## src/rtl/i2c_cmd_sequencer_pkg.sv

```systemverilog
// rtl/i2c_cmd_sequencer_pkg.sv - shared types and width constants for the I2C command sequencer
package i2c_cmd_sequencer_pkg;

  localparam int I2C_ADDR_W = 7;
  localparam int I2C_DATA_W = 8;
  localparam int I2C_LEN_W  = 4;
  localparam int NUM_REQ    = 2;

  typedef enum logic {
    OP_WRITE = 1'b0,
    OP_READ  = 1'b1
  } i2c_op_t;

  typedef enum logic [2:0] {
    CMD_START    = 3'd0,
    CMD_STOP     = 3'd1,
    CMD_WRITE    = 3'd2,
    CMD_READ_ACK = 3'd3,
    CMD_READ_NAK = 3'd4
  } i2c_cmd_t;

  typedef enum logic [1:0] {
    ST_OK       = 2'd0,
    ST_NAK      = 2'd1,
    ST_ARB_LOST = 2'd2,
    ST_BAD_LEN  = 2'd3
  } i2c_status_t;

  function automatic logic [NUM_REQ-1:0] owner_onehot(input logic idx);
    return idx ? 2'b10 : 2'b01;
  endfunction

endpackage

```

## src/rtl/i2c_rr_arbiter.sv

```systemverilog
// rtl/i2c_rr_arbiter.sv - two-way round-robin arbiter whose priority toggles on every grant
module i2c_rr_arbiter
  import i2c_cmd_sequencer_pkg::*;
(
  input  logic               clk_i,
  input  logic               rst_i,
  input  logic [NUM_REQ-1:0] req_i,
  input  logic               advance_i,
  output logic [NUM_REQ-1:0] grant_o,
  output logic               ptr_o
);

  always_comb begin
    grant_o = '0;
    if (!ptr_o) begin
      if (req_i[0])      grant_o = 2'b01;
      else if (req_i[1]) grant_o = 2'b10;
    end else begin
      if (req_i[1])      grant_o = 2'b10;
      else if (req_i[0]) grant_o = 2'b01;
    end
  end

  always_ff @(posedge clk_i) begin
    if (rst_i) begin
      ptr_o <= 1'b0;
    end else if (advance_i) begin
      ptr_o <= ~ptr_o;
    end
  end

endmodule

```

## src/rtl/i2c_cmd_sequencer.sv

```systemverilog
// rtl/i2c_cmd_sequencer.sv - arbitrates two requesters and sequences I2C byte-engine commands
module i2c_cmd_sequencer
  import i2c_cmd_sequencer_pkg::*;
#(
  parameter int I2C_ADDR_WIDTH = I2C_ADDR_W,
  parameter int I2C_DATA_WIDTH = I2C_DATA_W,
  parameter int LEN_WIDTH      = I2C_LEN_W
) (
  input  logic                        clk_i,
  input  logic                        rst_i,
  input  logic [1:0]                  req_valid_i,
  output logic [1:0]                  req_ready_o,
  input  logic [2*I2C_ADDR_WIDTH-1:0] req_addr_i,
  input  logic [1:0]                  req_op_i,
  input  logic [2*LEN_WIDTH-1:0]      req_len_i,
  input  logic [2*I2C_DATA_WIDTH-1:0] wdata_i,
  input  logic [1:0]                  wdata_valid_i,
  output logic [1:0]                  wdata_ready_o,
  output logic [I2C_DATA_WIDTH-1:0]   rdata_o,
  output logic [1:0]                  rdata_valid_o,
  output logic                        rdata_last_o,
  output logic [1:0]                  done_o,
  output logic [1:0]                  status_o,
  output logic                        cmd_valid_o,
  input  logic                        cmd_ready_i,
  output logic [2:0]                  cmd_o,
  output logic [I2C_DATA_WIDTH-1:0]   cmd_wdata_o,
  input  logic                        rsp_valid_i,
  input  logic                        rsp_nak_i,
  input  logic                        rsp_arb_lost_i,
  input  logic [I2C_DATA_WIDTH-1:0]   rsp_rdata_i
);

  localparam logic [2:0] S_IDLE  = 3'd0;
  localparam logic [2:0] S_START = 3'd1;
  localparam logic [2:0] S_ADDR  = 3'd2;
  localparam logic [2:0] S_WDATA = 3'd3;
  localparam logic [2:0] S_RDATA = 3'd4;
  localparam logic [2:0] S_STOP  = 3'd5;
  localparam logic [2:0] S_DONE  = 3'd6;

  logic [2:0]                state;
  logic                      pend;
  logic                      owner;
  logic [I2C_ADDR_WIDTH-1:0] addr_q;
  i2c_op_t                   op_q;
  logic [LEN_WIDTH-1:0]      len_q;
  logic [LEN_WIDTH-1:0]      cnt;
  i2c_status_t               status_q;

  logic [1:0]                grant;
  logic                      rr_ptr;
  logic                      advance;
  logic                      win;
  logic [I2C_ADDR_WIDTH-1:0] win_addr;
  logic [LEN_WIDTH-1:0]      win_len;
  logic [I2C_DATA_WIDTH-1:0] owner_wdata;
  logic [1:0]                owner_oh;
  logic [LEN_WIDTH-1:0]      cnt_next;
  logic                      issue_ok;
  logic                      rsp_fire;
  logic                      last_byte;

  i2c_rr_arbiter u_arb (
    .clk_i     (clk_i),
    .rst_i     (rst_i),
    .req_i     (req_valid_i),
    .advance_i (advance),
    .grant_o   (grant),
    .ptr_o     (rr_ptr)
  );

  // Winner index follows the priority pointer: the favoured requester wins if it is asking.
  assign win         = rr_ptr ? req_valid_i[1] : ~req_valid_i[0];
  assign advance     = (state == S_IDLE) && (|grant);
  assign win_addr    = win ? req_addr_i[2*I2C_ADDR_WIDTH-1:I2C_ADDR_WIDTH] : req_addr_i[I2C_ADDR_WIDTH-1:0];
  assign win_len     = win ? req_len_i[2*LEN_WIDTH-1:LEN_WIDTH] : req_len_i[LEN_WIDTH-1:0];
  assign owner_wdata = owner ? wdata_i[2*I2C_DATA_WIDTH-1:I2C_DATA_WIDTH] : wdata_i[I2C_DATA_WIDTH-1:0];
  assign owner_oh    = owner_onehot(owner);
  assign cnt_next    = cnt + LEN_WIDTH'(1);
  assign last_byte   = (cnt_next == len_q);

  // A new command may only be raised once the previous one has been answered.
  assign issue_ok = !pend && !cmd_valid_o;
  assign rsp_fire = pend && rsp_valid_i;

  assign wdata_ready_o = (state == S_WDATA && issue_ok) ? owner_oh : 2'b00;

  always_ff @(posedge clk_i) begin
    if (rst_i) begin
      state         <= S_IDLE;
      pend          <= 1'b0;
      owner         <= 1'b0;
      addr_q        <= '0;
      op_q          <= OP_WRITE;
      len_q         <= '0;
      cnt           <= '0;
      status_q      <= ST_OK;
      req_ready_o   <= '0;
      rdata_o       <= '0;
      rdata_valid_o <= '0;
      rdata_last_o  <= 1'b0;
      done_o        <= '0;
      status_o      <= ST_OK;
      cmd_valid_o   <= 1'b0;
      cmd_o         <= '0;
      cmd_wdata_o   <= '0;
    end else begin
      req_ready_o   <= '0;
      rdata_valid_o <= '0;
      rdata_last_o  <= 1'b0;
      done_o        <= '0;

      if (cmd_valid_o && cmd_ready_i) begin
        cmd_valid_o <= 1'b0;
        pend        <= 1'b1;
      end
      if (rsp_fire) begin
        pend <= 1'b0;
      end

      // Losing arbitration ends the transfer on the spot; the bus is no longer ours to STOP.
      if (rsp_fire && rsp_arb_lost_i) begin
        status_q <= ST_ARB_LOST;
        state    <= S_DONE;
      end else begin
        case (state)
          S_IDLE: begin
            if (|grant) begin
              req_ready_o <= grant;
              owner       <= win;
              addr_q      <= win_addr;
              op_q        <= i2c_op_t'(req_op_i[win]);
              len_q       <= win_len;
              cnt         <= '0;
              if (win_len == '0) begin
                status_q <= ST_BAD_LEN;
                state    <= S_DONE;
              end else begin
                status_q <= ST_OK;
                state    <= S_START;
              end
            end
          end
          S_START: begin
            if (issue_ok) begin
              cmd_valid_o <= 1'b1;
              cmd_o       <= CMD_START;
            end else if (rsp_fire) begin
              state <= S_ADDR;
            end
          end
          S_ADDR: begin
            if (issue_ok) begin
              cmd_valid_o <= 1'b1;
              cmd_o       <= CMD_WRITE;
              cmd_wdata_o <= I2C_DATA_WIDTH'({addr_q, op_q});
            end else if (rsp_fire) begin
              if (rsp_nak_i) begin
                status_q <= ST_NAK;
                state    <= S_STOP;
              end else if (op_q == OP_READ) begin
                state <= S_RDATA;
              end else begin
                state <= S_WDATA;
              end
            end
          end
          S_WDATA: begin
            if (issue_ok && wdata_valid_i[owner]) begin
              cmd_valid_o <= 1'b1;
              cmd_o       <= CMD_WRITE;
              cmd_wdata_o <= owner_wdata;
            end else if (rsp_fire) begin
              if (rsp_nak_i) begin
                status_q <= ST_NAK;
                state    <= S_STOP;
              end else begin
                cnt <= cnt_next;
                if (last_byte) state <= S_STOP;
              end
            end
          end
          S_RDATA: begin
            if (issue_ok) begin
              cmd_valid_o <= 1'b1;
              cmd_o       <= last_byte ? CMD_READ_NAK : CMD_READ_ACK;
            end else if (rsp_fire) begin
              rdata_o       <= rsp_rdata_i;
              rdata_valid_o <= owner_oh;
              rdata_last_o  <= last_byte;
              cnt           <= cnt_next;
              if (last_byte) state <= S_STOP;
            end
          end
          S_STOP: begin
            if (issue_ok) begin
              cmd_valid_o <= 1'b1;
              cmd_o       <= CMD_STOP;
            end else if (rsp_fire) begin
              state <= S_DONE;
            end
          end
          S_DONE: begin
            done_o   <= owner_oh;
            status_o <= status_q;
            state    <= S_IDLE;
          end
          default: begin
            state <= S_IDLE;
          end
        endcase
      end
    end
  end

endmodule

```

## config.mk

```make
export PLATFORM = sky130hd
export DESIGN_NAME = i2c_cmd_sequencer
export DESIGN_NICKNAME = d
export VERILOG_FILES = /design/src/rtl/i2c_cmd_sequencer_pkg.sv /design/src/rtl/i2c_rr_arbiter.sv /design/src/rtl/i2c_cmd_sequencer.sv
export SDC_FILE = /design/constraint.sdc
export NUM_CORES = 1
export LEC_CHECK = 0
export ABC_CLOCK_PERIOD_IN_PS = 2100
export CAP_MARGIN = 25
export CORE_AREA = 3 3 85 87
export DETAILED_ROUTE_END_ITERATION = 16
export DIE_AREA = 0 0 88 90
export GPL_TIMING_DRIVEN = 0
export PLACE_DENSITY = 0.79
export RECOVER_POWER = 100
export SYNTH_ARGS = -nofsm -noshare
export SYNTH_HDL_FRONTEND = slang
export SYNTH_SLANG_ARGS = --single-unit
```

## constraint.sdc

```tcl
create_clock -name clk_i -period 2.1 [get_ports clk_i]
set_clock_uncertainty 0.15 [all_clocks]
set_input_delay 0.42 -clock clk_i [delete_from_list [all_inputs] [get_ports clk_i]]
set_output_delay 0.42 -clock clk_i [all_outputs]
set_load 0.02 [all_outputs]
```

==> results of run 1 <==
through the flow:
stage	worst slack (ns)	area (µm²)	TNS, ns	power [mW]
after floorplan	0.120	2640	0	2.74
after global placement	-0.566	3610	-11.50	3.24
after detailed placement	-0.595	3610	-13.41	3.29
after CTS	0.0123	3810	0	4.03
after global routing	-0.0552	3850	-0.200	4.39
final	-0.00773	3850	-0.00773	4.14
per-layer routing:
metal  wire [µm]  share of wire  vias up
li1            -              -     1289
met1        3240           0.43     1235
met2        3800           0.50       79
met3         325          0.043       14
met4         176          0.023        0
met5           0              0        -
where the power goes:
group	internal [mW]	leakage, nW	switching, mW
Clock	0.242	0.0447	0.370
Combinational	0.964	1.02	1.17
Sequential	1.23	0.434	0.167
Total	2.43	1.49	1.71
worst register-to-register path: cells and delay by family, from the launching register on:
| kind | cells | cell delay (ns) |
|---|---|---|
| simple gates | 3 | 0.94 |
| flops | 1 | 0.32 |
| mux | 1 | 0.17 |
| buf+inv | 2 | 0.33 |
| compound gates | 1 | 0.14 |
how the worst max path moves through the flow:
stage	from	end	slack [ns]	cells past startpoint
global route	state[1]	cnt[2]	-0.06	7
floorplan	owner	wdata_ready_o[1]	0.12	4
detailed placement	owner	wdata_ready_o[1]	-0.60	5
finish	state[1]	cnt[2]	-0.008	7
global placement	owner	wdata_ready_o[1]	-0.57	5
CTS	state[2]	cnt[2]	0.01	7
sequential cells by signal (all words and copies together) (netlist names), 2 cells and up, named ones only:
signal,cells
cnt,4
rdata_valid_o,2
cmd_wdata_o,8
state,3
req_ready_o,2
status_o,2
rdata_o,8
addr_q,7
done_o,2
len_q,4
cmd_o,3
synth_stat cells, types with 5 or more instances:
cell type  instances  area share
nor2_1            56       0.080
xnor2_1            5       0.017
a311oi_1           6       0.020
a21oi_1           20       0.038
o21ai_0           10       0.019
a211oi_1          21       0.060
nand2_1           16       0.023
nand2b_1           5       0.012
nor3_1            12       0.023
clkbuf_1          17       0.024
dfxtp_1           53        0.40
mux2i_1           29        0.11
cell families (layout without fill, tap and decap cells):
family | after synthesis | in the layout
xor gates and xnor gates | 8 | 8
muxes | 31 | 31
adders and majority gates | 1 | 1
DFF | 53 | 53
AOI/OAI and AO/OA | 68 | 68
and+or+nand+nor | 119 | 119
buffers and inverters | 26 | 125
area by class of cell:
type | count | area [µm²] | share of cell area
clock inverters | 3 | 25.0 | 0.00649
multi-input cells | 227 | 1540 | 0.399
clock buffers | 5 | 68.8 | 0.0179
plain buffers | 18 | 113 | 0.0292
repair buffers | 96 | 936 | 0.243
well taps | 77 | 96.3 | 0.0250
inverters | 3 | 11.3 | 0.00292
flip-flops and latches | 53 | 1070 | 0.277
what timing repair did:
action | in CTS | in global routing
setup buffers | 7 | 1
endpoints found under the setup margin | 36 | 35
cloned | 0 | 0
pin swaps | 4 | 5
gates resized for setup | 27 | 24
==> out/metrics.csv, run 1 <==
stage,metric,value,unit
critical_path,reg2reg_from,state[1],
yosys,synth_top_family_by_area,simple AND/OR/NAND/NOR gates,
grt,globalRouteMet3Util,0.0347,
timing,relSlewSlack,0.605,
layout,drive_gt1_frac,0.141,
timing,finalCritPeriodShare,1.00,
yosys,synthCells,306,
layout,fin_util,0.600,
place,gp_congestion,0.911,
yosys,synth_edf_count,0,
grt,grt_overflow_total,0,
clocking,cts_tree,yes,
clocking,h-tree-depth,2,
floorplanning,die-area,7920,µm²
timing,rsz0062_at_grt,yes,
clocking,cts_buffer_depth,2,
critical_path,cpPeakStageDelay,0.48,ns
detailed_routing,first_iter_violations,184,
clocking,cts-root-buf,clkbuf_8,
yosys,synth-seq-cells,53,
detailed_routing,drt-wirelength-per-cell,15.6,µm
yosys,synth_compound_area_frac,0.173,
floorplanning,die_w,88,µm
place,io_buffers,88,
hold_path,hp-class,reg2reg,
place,dp_cells,471,
power,leakagePower,1.49,nW
detailed_routing,drt_wl_total,7540,µm
grt,met1_usage,0.241,
power,ir_drop,0.450,mV
grt,grt_pass1_wl,12300,µm
grt,grt_util_met2,0.328,
critical_path,r2r-end,cnt[2],
grt,antenna_found_initial,0,
timing,whs,0.324,ns
clocking,numCtsBuffers,5,
grt,grtUsageTotal,0.194,
layout,final_common_cell,clkdlybuf4s50_1,
yosys,synthDistinctLibCells,46,
power,power_density,1070,nW/µm²
yosys,ys.flop_type,dfxtp_1,
grt,grt_max_degree,19,
critical_path,worst-setup-path-type,reg2reg,
critical_path,crit_required,2.21,ns
critical_path,r2r_cells,7,
critical_path,crit_arrival,2.21,ns
timing,fmax,0.474,GHz
yosys,synth_warnings,0,
detailed_routing,vias,2617,
detailed_routing,via_per_inst,5.43,
floorplanning,core_area,6420,µm²
layout,finalNonFillerCells,482,
floorplanning,initial_utilization,0.410,
clocking,clock_latency,0.32,ns
layout,final_cell_mix,"clkdlybuf4s50_1, nor2_1, dfxtp_1, dlygate4sd3_1, mux2i_1",
status,violations,negative setup slack,
yosys,ys_seq_area_frac,0.403,
yosys,muxShareOfSynthArea,0.123,
timing,setup_viol,1,
detailed_routing,antenna_left,0,
hold_path,hold_end,cmd_o[2],
timing,period_needed,2.11,ns
yosys,postSynth.asyncResetShare,0,
critical_path,cp_slowest_cell,or4b_1,
yosys,syn_nets,365,
clocking,hold_buffers,0,
critical_path,cp-start-kind,register,
timing,slew_viol_final,0,
timing,tightest_slew,0.589,ns
yosys,syn_area_per_cell,8.60,µm²
grt,grt.busiest_layer,met2,
critical_path,cp_top_family,simple AND/OR/NAND/NOR gates,
yosys,syn-cell-area,2630,µm²
yosys,synthAdderAreaFrac,0.00475,
critical_path,rrSetupSlack,-0.008,ns
grt,grt_pass1_vias,2568,
critical_path,crit_fanout,10,
floorplanning,die_h,90,µm
critical_path,path_buf_inv,2,
layout,n_antenna_cell,0,
yosys,synth-xor-area-share,0.0266,
hold_path,hp-start,cmd_o[2],
hold_path,min_delay_path_depth,2,
detailed_routing,drc,0,
clocking,cts.clk_slew.worst_paths,0.10,ns
run,maxCapViolations,0,
layout,fin_nets,463,
floorplanning,rows,29,
critical_path,crit_chain,clkbuf_4 > or3_4 > buf_6 > mux2i_4 > nand2_2 > or4b_1 > a21oi_1,
place,dpl.hpwl,5640,µm
status,outcome,"complete, but fails checks",
timing,fin_ws,-0.00773,ns
detailed_routing,dr.pass1.iters,4,
layout,syn_to_final_growth,46.4,%
clocking,clock-sinks,53,
floorplanning,ios,89,
critical_path,end_kind,register,
timing,hold_viol,0,
layout,nFillCells,578,
yosys,synth-simple-area-share,0.225,
Power figures use the tool's default switching activity.
==> inputs of run 2 (changes only) <==
Settings changed: CORE_AREA 3 3 85 87 to 3 3 88 90, DIE_AREA 0 0 88 90 to 0 0 91 93, PLACE_DENSITY 0.79 to unset, PLACE_DENSITY_LB_ADDON set to 0.2, SYNTH_HIERARCHICAL set to 1.
==> out/metrics.csv, run 2 <==
stage,metric,value,unit
clocking,cts-root-buf,clkbuf_8,
critical_path,cp_top_family,simple AND/OR/NAND/NOR gates,
power,leakagePower,1.53,nW
timing,tightest_slew,0.577,ns
timing,hold_viol,0,
critical_path,crit_chain,buf_6 > and3b_2 > buf_8 > and3_1 > buf_6,
yosys,syn_area_per_cell,8.54,µm²
clocking,h-tree-depth,2,
layout,n_antenna_cell,0,
yosys,synth_most_common_cell,dfxtp_1,
critical_path,cpPeakStageDelay,0.32,ns
layout,finalNonFillerCells,518,
grt,grt_overflow_total,0,
floorplanning,die_h,93,µm
grt,grt_pass1_wl,12700,µm
timing,setup_viol,0,
grt,grt_pass1_vias,2576,
layout,final_area,3940,µm²
detailed_routing,dr.pass1.iters,4,
critical_path,cp_common_cell,buf_6,
yosys,synth_largest_area_cell,dfxtp_1,
power,p_total,3.75,mW
detailed_routing,drt-wirelength-per-cell,15.2,µm
place,pre_cts_slack,-0.617,ns
run,maxCapViolations,0,
layout,fin_nets,477,
floorplanning,core_area,7140,µm²
yosys,synthCells,318,
critical_path,worst-setup-path-type,reg2out,
detailed_routing,first_iter_violations,188,
timing,fmax,0.490,GHz
hold_path,hp-class,reg2reg,
timing,fin_ws,0.0606,ns
yosys,synthDistinctLibCells,51,
floorplanning,die-area,8460,µm²
detailed_routing,drt_wl_total,7890,µm
place,io_buffers,88,
detailed_routing,antenna_left,0,
yosys,ys.flop_type,dfxtp_1,
clocking,numCtsBuffers,5,
yosys,syn_nets,377,
critical_path,cp-start-kind,register,
timing,period_needed,2.04,ns
floorplanning,rows,31,
floorplanning,ios,89,
yosys,postSynth.asyncResetShare,0,
critical_path,r2r-end,cmd_o[2],
yosys,syn-cell-area,2720,µm²
grt,grt_max_degree,17,
critical_path,r2r_cells,6,
detailed_routing,via_per_inst,5.26,
layout,seqCellArea,1070,µm²
yosys,synth_edf_count,0,
grt,antenna_found_initial,0,
critical_path,crit_arrival,1.47,ns
place,placed_area,3720,µm²
critical_path,reg2reg_from,cnt[0],
yosys,synth_warnings,6,
layout,nFillCells,693,
timing,tns,0,ns
hold_path,min_delay_path_depth,2,
timing,finalCritPeriodShare,0.971,
place,dp_cells,505,
power,ir_drop,0.425,mV
timing,slew_viol_final,0,
hold_path,hold_end,rdata_o[4],
yosys,yosys-top-cells-area,"dfxtp_1, mux2i_1, nor2_1",
timing,relSlewSlack,0.615,
layout,multi_input_area,1590,µm²
critical_path,rrSetupSlack,0.13,ns
clocking,clock-sinks,53,
critical_path,crit_required,1.53,ns
detailed_routing,drc,0,
clocking,clock_latency,0.31,ns
place,gp_congestion,0.952,
yosys,synth_common_cells,"dfxtp_1, nor2_1, a21oi_1",
status,outcome,"complete, no violations",
critical_path,cp_slowest_cell,dfxtp_1,
layout,final_common_cell,clkdlybuf4s50_1,
place,dpl.hpwl,5840,µm
detailed_routing,vias,2724,
critical_path,path_buf_inv,3,
layout,drive_gt1_frac,0.126,
yosys,synth-seq-cells,53,
hold_path,hp-start,rdata_o[4],
critical_path,crit_start,state[1],
critical_path,crit_fanout,10,
power,power_density,953,nW/µm²
grt,grtUsageTotal,0.187,
timing,whs,0.303,ns
clocking,cts_buffer_depth,2,
floorplanning,initial_utilization,0.380,
clocking,cts_tree,yes,
timing,rsz0062_at_grt,no,
yosys,netlist.area_leader.share,0.391,
floorplanning,die_w,91,µm
layout,reg_top3,"cmd_wdata_o (8), rdata_o (8), addr_q (7)",
layout,syn_to_final_growth,45.1,%
clocking,cts.clk_slew.worst_paths,0.10,ns
layout,final_cell_mix,"clkdlybuf4s50_1, nor2_1, dfxtp_1, a21oi_1, dlygate4sd3_1",
critical_path,end_kind,output port,
yosys,ys_seq_area_frac,0.391,
layout,fin_util,0.552,
[run 2: cell types whose count changed in the layout (fill, tap and decap cells not counted), sizes merged, moves of 3 or more]
cell   change
a211o      -3
a21oi      +9
and3       +3
buf        +3
mux2i      -4
nand2      +8
nor2       -6
nor4       +3
o21ai      -4
or2        -3
[run 2: worst max path at each step]
stage                             endpoint  slack, ns  cells after the start
after detailed placement            cnt[1]      -0.62                      7
after floorplan           wdata_ready_o[0]       0.16                      5
after CTS                 wdata_ready_o[0]      -0.01                      6
after global routing              cmd_o[2]      0.003                      6
after global placement              cnt[0]      -0.60                      7
final                     wdata_ready_o[1]       0.06                      5
[run 2: cells by family after synthesis]
logic type	synth area share
AND/OR/NAND/NOR	0.218
AO/OA/AOI/OAI	0.208
flip-flops	0.391
buffers and inverters	0.0484
multiplexers	0.106
XOR/XNOR	0.0249
adder cells (fa/ha/maj)	0.00461
[run 2: metal layers]
layer  wire length (µm)  GRT usage  share of wire  vias up
met5                  0          0              0        -
met4                155     0.0817          0.020        0
met3                541     0.0370          0.069       16
met2               3640      0.308           0.46      114
met1               3550      0.238           0.45     1252
li1                   -          -              -     1342
[run 2: report_power, final]
| part | switching [mW] | internal, mW |
|---|---|---|
| Clock | 0.345 | 0.231 |
| Combinational | 0.978 | 0.820 |
| Sequential | 0.165 | 1.21 |
| Total | 1.49 | 2.27 |
[run 2: repair_timing]
action	CTS	global route
buffers inserted	3	7
pin swaps	2	2
setup endpoints to repair	26	30
resized for setup	34	14
hold buffers	0	0
[run 2: layout make-up]
type | instances | area share
Buffer | 18 | 0.0254
Clock buffer | 5 | 0.0175
Clock inverter | 3 | 0.00445
Inverter | 5 | 0.00476
Multi-Input combinational cell | 237 | 0.404
Sequential cell | 53 | 0.271
Tap cell | 99 | 0.0314
Timing Repair Buffer | 98 | 0.242
[run 2: worst min-delay path, delay by kind of cell (launching register included)]
family          cells  cell delay (ns)
simple gates        1             0.05
flops               1             0.32
compound gates      1             0.05
